**src/rtl/lumi_pkg.sv**
```systemverilog
// Shared constants and types for the LUMI transmit arbiter.
package lumi_pkg;

  localparam int UMI_EOM_BIT = 22;

  typedef enum logic [1:0] {
    IDLE      = 2'd0,
    LOCK_REQ  = 2'd1,
    LOCK_RESP = 2'd2
  } state_t;

  localparam logic SRC_REQ  = 1'b0;
  localparam logic SRC_RESP = 1'b1;

endpackage

```
**src/rtl/umi_pipe_reg.sv**
```systemverilog
// One-entry valid/ready register; loads on the same edge it drains, so one beat per cycle.
module umi_pipe_reg #(
  parameter int PW = 8
) (
  input  logic          clk,
  input  logic          nreset,
  input  logic          load_i,
  input  logic [PW-1:0] payload_i,
  output logic          space_o,
  output logic          valid_o,
  output logic [PW-1:0] payload_o,
  input  logic          ready_i
);

  logic          valid_q;
  logic [PW-1:0] payload_q;

  assign space_o   = ~valid_q | ready_i;
  assign valid_o   = valid_q;
  assign payload_o = payload_q;

  // Any held beat is discarded on reset, including one stalled by the serializer.
  always_ff @(posedge clk or negedge nreset) begin
    if (!nreset) begin
      valid_q   <= 1'b0;
      payload_q <= '0;
    end else if (load_i) begin
      valid_q   <= 1'b1;
      payload_q <= payload_i;
    end else if (ready_i) begin
      valid_q   <= 1'b0;
    end
  end

endmodule

```
**src/rtl/lumi_tx_arb.sv**
```systemverilog
// Request/response arbiter feeding the LUMI TX serializer; packets stay atomic until EOM.
module lumi_tx_arb
  import lumi_pkg::*;
#(
  parameter int DW = 128,
  parameter int CW = 32,
  parameter int AW = 64
) (
  input  logic          clk,
  input  logic          nreset,
  input  logic          csr_en,
  input  logic          csr_resp_prio,
  input  logic          umi_req_in_valid,
  input  logic [CW-1:0] umi_req_in_cmd,
  input  logic [AW-1:0] umi_req_in_dstaddr,
  input  logic [AW-1:0] umi_req_in_srcaddr,
  input  logic [DW-1:0] umi_req_in_data,
  output logic          umi_req_in_ready,
  input  logic          umi_resp_in_valid,
  input  logic [CW-1:0] umi_resp_in_cmd,
  input  logic [AW-1:0] umi_resp_in_dstaddr,
  input  logic [AW-1:0] umi_resp_in_srcaddr,
  input  logic [DW-1:0] umi_resp_in_data,
  output logic          umi_resp_in_ready,
  output logic          umi_out_valid,
  output logic [CW-1:0] umi_out_cmd,
  output logic [AW-1:0] umi_out_dstaddr,
  output logic [AW-1:0] umi_out_srcaddr,
  output logic [DW-1:0] umi_out_data,
  output logic          umi_out_src,
  input  logic          umi_out_ready
);

  localparam int PW = 1 + CW + 2*AW + DW;

  state_t        state_q, state_d;
  logic          last_grant_q, last_grant_d;
  logic          grant_req, grant_resp;
  logic          space;
  logic          accept;
  logic          sel_eom;
  logic [PW-1:0] sel_payload;

  always_comb begin
    grant_req    = 1'b0;
    grant_resp   = 1'b0;
    state_d      = state_q;
    last_grant_d = last_grant_q;

    case (state_q)
      IDLE: begin
        // Ties go to the channel that did not finish the previous packet, unless response has priority.
        if (csr_en) begin
          if (umi_req_in_valid && umi_resp_in_valid) begin
            if (csr_resp_prio || (last_grant_q == SRC_REQ)) grant_resp = 1'b1;
            else                                             grant_req  = 1'b1;
          end else if (umi_req_in_valid) begin
            grant_req = 1'b1;
          end else if (umi_resp_in_valid) begin
            grant_resp = 1'b1;
          end
        end
      end
      LOCK_REQ:  grant_req  = 1'b1;
      LOCK_RESP: grant_resp = 1'b1;
      default:   ;
    endcase

    if (accept) begin
      if (sel_eom) begin
        state_d      = IDLE;
        last_grant_d = grant_resp ? SRC_RESP : SRC_REQ;
      end else begin
        state_d      = grant_resp ? LOCK_RESP : LOCK_REQ;
      end
    end
  end

  always_ff @(posedge clk or negedge nreset) begin
    if (!nreset) begin
      state_q      <= IDLE;
      last_grant_q <= SRC_RESP;
    end else begin
      state_q      <= state_d;
      last_grant_q <= last_grant_d;
    end
  end

  // nreset term keeps both readies low while reset is held.
  assign umi_req_in_ready  = grant_req  & space & nreset;
  assign umi_resp_in_ready = grant_resp & space & nreset;
  assign accept = (umi_req_in_valid & umi_req_in_ready) | (umi_resp_in_valid & umi_resp_in_ready);

  assign sel_eom     = grant_resp ? umi_resp_in_cmd[UMI_EOM_BIT] : umi_req_in_cmd[UMI_EOM_BIT];
  assign sel_payload = grant_resp ?
    {SRC_RESP, umi_resp_in_cmd, umi_resp_in_dstaddr, umi_resp_in_srcaddr, umi_resp_in_data} :
    {SRC_REQ,  umi_req_in_cmd,  umi_req_in_dstaddr,  umi_req_in_srcaddr,  umi_req_in_data};

  umi_pipe_reg #(.PW(PW)) u_out_reg (
    .clk       (clk),
    .nreset    (nreset),
    .load_i    (accept),
    .payload_i (sel_payload),
    .space_o   (space),
    .valid_o   (umi_out_valid),
    .payload_o ({umi_out_src, umi_out_cmd, umi_out_dstaddr, umi_out_srcaddr, umi_out_data}),
    .ready_i   (umi_out_ready)
  );

endmodule

```
**config.mk**
```make
export PLATFORM = sky130hd
export DESIGN_NAME = lumi_tx_arb
export DESIGN_NICKNAME = d
export VERILOG_FILES = /design/src/rtl/lumi_pkg.sv /design/src/rtl/umi_pipe_reg.sv /design/src/rtl/lumi_tx_arb.sv
export SDC_FILE = /design/constraint.sdc
export NUM_CORES = 1
export LEC_CHECK = 0
export ABC_AREA = 1
export CAP_MARGIN = 20
export CORE_AREA = 2 2 342 344
export CTS_CLUSTER_SIZE = 14
export DETAILED_ROUTE_END_ITERATION = 8
export DIE_AREA = 0 0 344 346
export PLACE_DENSITY_LB_ADDON = 0.05
export SETUP_SLACK_MARGIN = 0.3
export SLEW_MARGIN = 25
export SYNTH_ARGS = -nofsm -noshare
export SYNTH_HDL_FRONTEND = slang
export SYNTH_SLANG_ARGS = --single-unit
```
**constraint.sdc**
```tcl
create_clock -name clk -period 1.8 [get_ports clk]
set_clock_uncertainty 0.1 [all_clocks]
set_input_delay 0.27 -clock clk [delete_from_list [all_inputs] [get_ports clk]]
set_output_delay 0.27 -clock clk [all_outputs]
set_load 0.02 [all_outputs]
```
==> results of run 1 <==
## kinds of logic after synthesis
logic type / Yosys count
compound gates: 1
buf+inv: 135
flops: 293
simple gates: 1760
## layout make-up
cell class	count	area (µm²)	area share
Antenna cell	4	10.0	0.000352
Clock buffer	70	1340	0.0472
Clock inverter	11	138	0.00484
Inverter	8	58.8	0.00207
Multi-Input combinational cell	1762	6720	0.237
Sequential cell	293	7340	0.258
Tap cell	1524	1910	0.0671
Timing Repair Buffer	1035	10900	0.383
Timing Repair inverter	2	22.5	0.000793
## cells in the final DEF (no fill, tap or decap), types with 2 or more instances in the layout
cell,instances
sky130_fd_sc_hd__nand2_1,1742
sky130_fd_sc_hd__clkdlybuf4s50_1,660
sky130_fd_sc_hd__dfrtp_1,289
sky130_fd_sc_hd__buf_6,214
sky130_fd_sc_hd__buf_4,110
sky130_fd_sc_hd__clkbuf_16,45
sky130_fd_sc_hd__buf_12,39
sky130_fd_sc_hd__clkbuf_1,13
sky130_fd_sc_hd__clkbuf_8,12
sky130_fd_sc_hd__clkinv_2,6
sky130_fd_sc_hd__inv_1,5
sky130_fd_sc_hd__diode_2,4
sky130_fd_sc_hd__nand2_2,4
sky130_fd_sc_hd__buf_16,4
sky130_fd_sc_hd__nor2_1,3
sky130_fd_sc_hd__nand3_1,3
sky130_fd_sc_hd__bufinv_16,3
sky130_fd_sc_hd__bufbuf_16,3
sky130_fd_sc_hd__dfrtp_2,3
sky130_fd_sc_hd__nand3_4,2
sky130_fd_sc_hd__nand2_8,2
sky130_fd_sc_hd__nor2_4,2
sky130_fd_sc_hd__inv_6,2
sky130_fd_sc_hd__inv_8,2
## timing repair
action	CTS	global route
cloned	7	0
hold endpoints to repair	255	0
setup endpoints to repair	585	622
hold buffers	1	0
buffers inserted	45	3
gates resized for setup	1427	10
pin swaps	3	2
## power by group through the flow
stage          Clock (W)  Combinational [W]  Sequential, W
6_report         0.00895             0.0256         0.0116
5_1_grt          0.00963             0.0281         0.0120
4_1_cts          0.00943             0.0264         0.0117
3_5_place_dp           0             0.0249         0.0113
3_3_place_gp           0             0.0250         0.0113
2_1_floorplan          0            0.00768         0.0147
## stage by stage
stage,instances,utilization,power [W],cell area (µm²),setup slack [ns]
after global routing,4709,0.246,0.0497,28400,-0.527
after floorplan,2189,-,0.0224,14800,0.190
after global placement,4567,0.225,0.0363,26000,-0.471
final,4709,0.246,0.0462,28400,-0.362
after detailed placement,4567,0.225,0.0362,26000,-0.477
after CTS,4701,0.245,0.0475,28300,-0.477
## state kept, by name (all words and copies together) (netlist names)
name                 cells
u_out_reg.valid_o        1
u_out_reg.payload_o    289
state_q                  2
last_grant_q             1
## path summary, 6_finish.rpt
kind | startpoint | to | slack, ns | depth (start not counted)
min in group asynchronous | nreset | u_out_reg.payload_o[278] | 0.18 | 4
setup reg to reg | last_grant_q | u_out_reg.payload_o[175] | -0.25 | 10
setup / recovery | last_grant_q | umi_req_in_ready | -0.36 | 8
hold / removal | nreset | last_grant_q | 0.10 | 6
max in group asynchronous | nreset | u_out_reg.payload_o[31] | 0.38 | 5
hold reg to reg | u_out_reg.payload_o[149] | u_out_reg.payload_o[149] | 0.37 | 2
## per-layer routing
layer  routed length (µm)  share of wire  vias up
met5                   21        0.00024        -
met4                 2460          0.028        4
met3                 7250          0.083      103
met2                46300           0.53      536
met1                31400           0.36     7792
li1                     -              -     8461
## worst reg2reg max path, delay by kind of cell (launching register included)
family / cells / cell delay, ns
buffers and inverters: 2 / 0.45
AND/OR/NAND/NOR: 8 / 0.90
flip-flops: 1 / 0.56
==> metrics.txt, run 1 <==
Top delay family on crit path=flip-flops; DRC viols=0; NumNets Final=approximately 3700; WP buf/inv=2; mux cell area share after synthesis=0; Layout fillers=12800; LEAKAGE=about 14 nW; number of distinct library cells after synthesis=16; crit-path max FO=3; CTS buffer count=between 40 and 50; Yosys top cell by area=sky130_fd_sc_hd__dfrtp_1; detail-routed net length per standard cell=between 15 and 20 µm; portion of total power attributed to the clock network=0.194; Ys Warns=0; met3 track demand over resource in global routing=0.0471; horizontal extent of the die=roughly 340 µm; first-pass GRT wire length=124 mm; register bit count reported by yosys=293; maximum cell stage delay along the critical path=0.56 ns; final number of setup-violating endpoints=between 300 and 400; count of buffers from port buffering=approximately 870; number of nets with antenna violations after routing=0; main combinational cell family by area after synthesis=simple AND/OR/NAND/NOR gates; Die Y=346 µm; peak-usage layer in the global routing report=met2; Final Wtd Congestion=~0.85; maximum ir drop on the vdd rail=585 µV; Worst slew margin=0.560; drt first-iter violations=between 700 and 800; Adder-Cell Fraction of Synth Area=0; Power Density=1630 mW/mm²; Setup crit end kind=primary output; Net Sw Power=approximately 0.02 W; internal power consumption=between 0.02 and 0.03 W; Slowest cell on crit path=sky130_fd_sc_hd__dfstp_2; root buffer cell=sky130_fd_sc_hd__clkbuf_16; type of the setup path with the least slack=flop to primary output; pin count of the biggest net entering global routing=between 100 and 150; Clock H-tree levels=2; share of post-route cells with drive strength above 1=0.145; area added between synthesis and finish=93.0%; post-synthesis compound-gate area fraction=0.000340; post-route fraction of the period consumed by the critical path=1.20; library cell with the highest instance count after synthesis=sky130_fd_sc_hd__nand2_1; clock-pin slew of the registers on the worst-case setup and hold paths=0.06 ns; power share of the sequential group=0.251; vias in the first global route=between 15000 and 20000; global-route congestion overflow total=0; commonest cells in the synthesized netlist=sky130_fd_sc_hd__nand2_1, sky130_fd_sc_hd__dfrtp_1, sky130_fd_sc_hd__buf_2, sky130_fd_sc_hd__buf_4, sky130_fd_sc_hd__clkbuf_1; number of synthesized flops with an enable pin=0; failing checks=negative setup slack; count of endpoints failing hold in the final timing report=0; data required time at the worst endpoint=1.43 ns; row count=125; core outline area=around 0.12 mm²; outcome=complete, but fails checks; DIE AREA=0.119 mm²; average instance area after synthesis=just under 7 µm²; CP Data Arrival Time=1.79 ns; initial antenna violation count=6; max frequency=roughly 460 MHz; via total after detailed routing=16900; area share of the largest cell type after synthesis=0.496; TritonCTS clock tree=built; post-detailed-routing wire length=between 80 and 90 mm; XOR/XNOR Fraction of Synth Area=0; Setup TNS=-68.79 ns; met2 usage in global routing=0.268; post-synthesis async set-or-reset flop share=1.00; switching share of power=0.432; setup repair after global routing missed its margin=yes; dominant cells by area after synthesis=sky130_fd_sc_hd__dfrtp_1, sky130_fd_sc_hd__nand2_1, sky130_fd_sc_hd__buf_2, sky130_fd_sc_hd__buf_4, sky130_fd_sc_hd__buf_6; Worst Hold Class=primary input to flop; transition time at the pin with the least slew margin=0.661 ns; post-synth net total=~2800; combinational share of power=0.555; sort of element at the start of the critical path=flop; clock sink count=roughly 290; critical-path cell list=nand2_1 -> nand2_1 -> nand2_2 -> nand2_2 -> buf_4 -> nand2_2 -> nor2_4 -> buf_6; Worst Slack Setup Final=-0.362 ns; Vias per Instance=3.59; length of the first detailed-routing pass in iterations=5; cell mode on critical path=sky130_fd_sc_hd__nand2_2; post-synthesis simple-gate area fraction=0.450; DP Wirelength=between 60 and 70 mm; Gate Count Post-Synth=around 2200; Seq/Total Area, Yosys=0.498; Clock Path Buffers=3; post-synth design cell area=between 0.01 and 0.015 mm²; io pins=875; worst hold slack=approximately 0.10 ns; count of maximum capacitance violations=0; final count of pins violating max slew=0; final worst path period need=roughly 2.2 ns; Total Routing Usage GR=0.143; routing usage on met1=0.147; dominant register cell in the synthesized netlist=sky130_fd_sc_hd__dfrtp_1; initial core utilization=0.128; source-to-sink clock delay at the later pin of the worst-skew pair=0.60 ns
Note: power is estimated with default switching activity, not from simulation.
==> run 2: changes to the inputs <==
--- a/config.mk
+++ b/config.mk
@@ -8,6 +8,7 @@
 export ABC_AREA = 1
 export CAP_MARGIN = 20
 export CORE_AREA = 2 2 342 344
+export CTS_CLUSTER_DIAMETER = 40
 export CTS_CLUSTER_SIZE = 14
 export DETAILED_ROUTE_END_ITERATION = 8
 export DIE_AREA = 0 0 344 346
==> run 2 against run 1 <==
- the run still ends with negative setup slack left
- die area stayed put
- register-to-register slack worse by 0.12 ns
- non-clock buffer count up 22
- combinational power rose by 4%
- first-iteration DRC count decreased by 7.7%
- sequential cell count unchanged
- highest routed layer unchanged
- cell area increased by 7.6%
- sequential share of layout area down 1.8 points
- count of clock-buffer cells in the layout grew 43
- global-route usage about the same
==> metrics.txt, run 2 (same netlist as run 1, synthesis figures left out) <==
TritonCTS clock tree=built; cell mode on critical path=sky130_fd_sc_hd__nand2_2; post-route fraction of the period consumed by the critical path=1.20; Worst slew margin=0.607; switching share of power=0.395; global-route congestion overflow total=0; share of post-route cells with drive strength above 1=0.199; CTS buffer count=85; area after detailed placement=approximately 0.026 mm²; Post-Place Setup Slack=-0.477 ns; maximum ir drop on the vdd rail=roughly 630 µV; Worst Hold Class=primary input to flop; Setup crit end kind=primary output; detail-routed net length per standard cell=approximately 19 µm; most common cell after layout, fill and taps aside=sky130_fd_sc_hd__nand2_1; Die Y=346 µm; post-detailed-routing wire length=89.4 mm; internal power consumption=roughly 0.033 W; critical-path cell list=nand2_1 -> nand2_1 -> nand2_2 -> nand2_2 -> buf_4 -> nand2_2 -> nor2_4 -> buf_6; Clock H-tree levels=3; first-pass GRT wire length=about 120 mm; DRC viols=0; root buffer cell=sky130_fd_sc_hd__clkbuf_16; pin count of the biggest net entering global routing=around 140; crit-path max FO=3; horizontal extent of the die=between 300 and 400 µm; total power consumption of the routed design=between 0.05 and 0.06 W; length of the first detailed-routing pass in iterations=5; portion of total power attributed to the clock network=0.297; outcome=complete, but fails checks; initial core utilization=0.128; LEAKAGE=15.5 nW; io pins=between 800 and 900; row count=125; total area of multi-input combinational cells=0.00680 mm²; Power Density=between 1500 and 2000 mW/mm²; Slowest cell on crit path=sky130_fd_sc_hd__dfstp_2; area added between synthesis and finish=108%; count of maximum capacitance violations=0; number of nets with antenna violations after routing=0; Setup TNS=-86.35 ns; max frequency=about 460 MHz; final count of pins violating max slew=0; count of endpoints failing hold in the final timing report=0; Worst Slack Setup Final=-0.367 ns; power share of the sequential group=0.215; number of flip-flops under the largest register name=approximately 290; Storage cell area=approximately 0.0073 mm²; NumNets Final=roughly 3800; Vias per Instance=3.60; Clock Path Buffers=3; initial antenna violation count=6; drt first-iter violations=around 700; setup repair after global routing missed its margin=yes; core outline area=~0.12 mm²; clock sink count=a little under 300; vias in the first global route=about 19000; Net Sw Power=0.0216 W; sort of element at the start of the critical path=flop; DIE AREA=0.119 mm²; Total Routing Usage GR=0.143; via total after detailed routing=17300; maximum cell stage delay along the critical path=around 0.55 ns; final standard cell area without fillers=0.0306 mm²; Final Wtd Congestion=between 0.8 and 0.9; final worst path period need=between 2 and 2.5 ns; CP Data Arrival Time=around 1.8 ns; DP Wirelength=68.3 mm; commonest non-fill, non-tap cells in the layout=sky130_fd_sc_hd__nand2_1, sky130_fd_sc_hd__clkdlybuf4s50_1, sky130_fd_sc_hd__dfrtp_1, sky130_fd_sc_hd__buf_6, sky130_fd_sc_hd__buf_4; count of buffers from port buffering=874; data required time at the worst endpoint=~1.4 ns; type of the setup path with the least slack=flop to primary output; clock-pin slew of the registers on the worst-case setup and hold paths=roughly 0.040 ns; final number of setup-violating endpoints=between 300 and 400; source-to-sink clock delay at the later pin of the worst-skew pair=just over 0.6 ns; failing checks=negative setup slack; transition time at the pin with the least slew margin=a little under 0.6 ns; Layout fillers=12600; combinational share of power=0.488
[run 2: cell count changes in the layout (fill, tap and decap cells not counted), sizes merged, moves of 6 or more]
cell,delta
bufinv,+12
clkbuf,+52
clkinvlp,+6
clkdlybuf4s50,-60
clkinv,+17
buf,+74
[run 2: worst paths after layout]
| check | startpoint | to | slack, ns | cells after the start |
|---|---|---|---|---|
| worst max-delay path | last_grant_q | umi_req_in_ready | -0.37 | 8 |
| worst min-delay path | nreset | last_grant_q | 0.10 | 6 |
| worst max register to register | last_grant_q | u_out_reg.payload_o[105] | -0.37 | 11 |
| worst min register to register | u_out_reg.payload_o[206] | u_out_reg.payload_o[206] | 0.36 | 2 |
| max in group asynchronous | nreset | u_out_reg.payload_o[31] | 0.41 | 5 |
| min in group asynchronous | nreset | u_out_reg.payload_o[278] | 0.19 | 4 |
[run 2: power groups by stage]
stage          Clock [W]  Sequential, W  Combinational (W)
2_1_floorplan          0         0.0147            0.00768
3_3_place_gp           0         0.0113             0.0250
3_5_place_dp           0         0.0113             0.0249
4_1_cts           0.0167         0.0118             0.0266
5_1_grt           0.0171         0.0121             0.0291
6_report          0.0162         0.0118             0.0266
[run 2: cell type report]
class	count	area share
multi-input cells	1762	0.223
diodes	4	0.000327
well taps	1524	0.0624
flip-flops and latches	293	0.240
repair inverters	2	0.000737
clock buffers	113	0.0803
clock inverters	45	0.0211
repair buffers	1057	0.370
inverters	8	0.00225
[run 2: stage by stage]
stage	utilization	hold WS, ns	instances
floorplan	-	-0.126	2189
global route	0.265	0.114	4808
CTS	0.260	0.0229	4786
detailed placement	0.225	0.352	4567
finish	0.265	0.101	4808
global placement	0.225	0.343	4567
[run 2: repair_timing]
item,4_1_cts,5_1_grt
hold buffers,1,0
cloned,4,12
pin swaps,3,1
gates resized for setup,1787,62
endpoints found under the setup margin,585,622
endpoints found under the hold margin,255,0
buffers inserted,56,5
[run 2: per-layer routing]
metal,up-vias,wire length (µm),track usage
met3,100,7680,0.0528
met5,-,21,0
met4,4,2280,0.0476
li1,8618,-,-
met2,567,47600,0.265
met1,7997,31900,0.145
[run 2: worst max-delay path, delay by kind of cell (launching register included)]
kind	cells	cell delay, ns
flip-flops	1	0.55
AND/OR/NAND/NOR	6	0.39
buffers and inverters	2	0.25
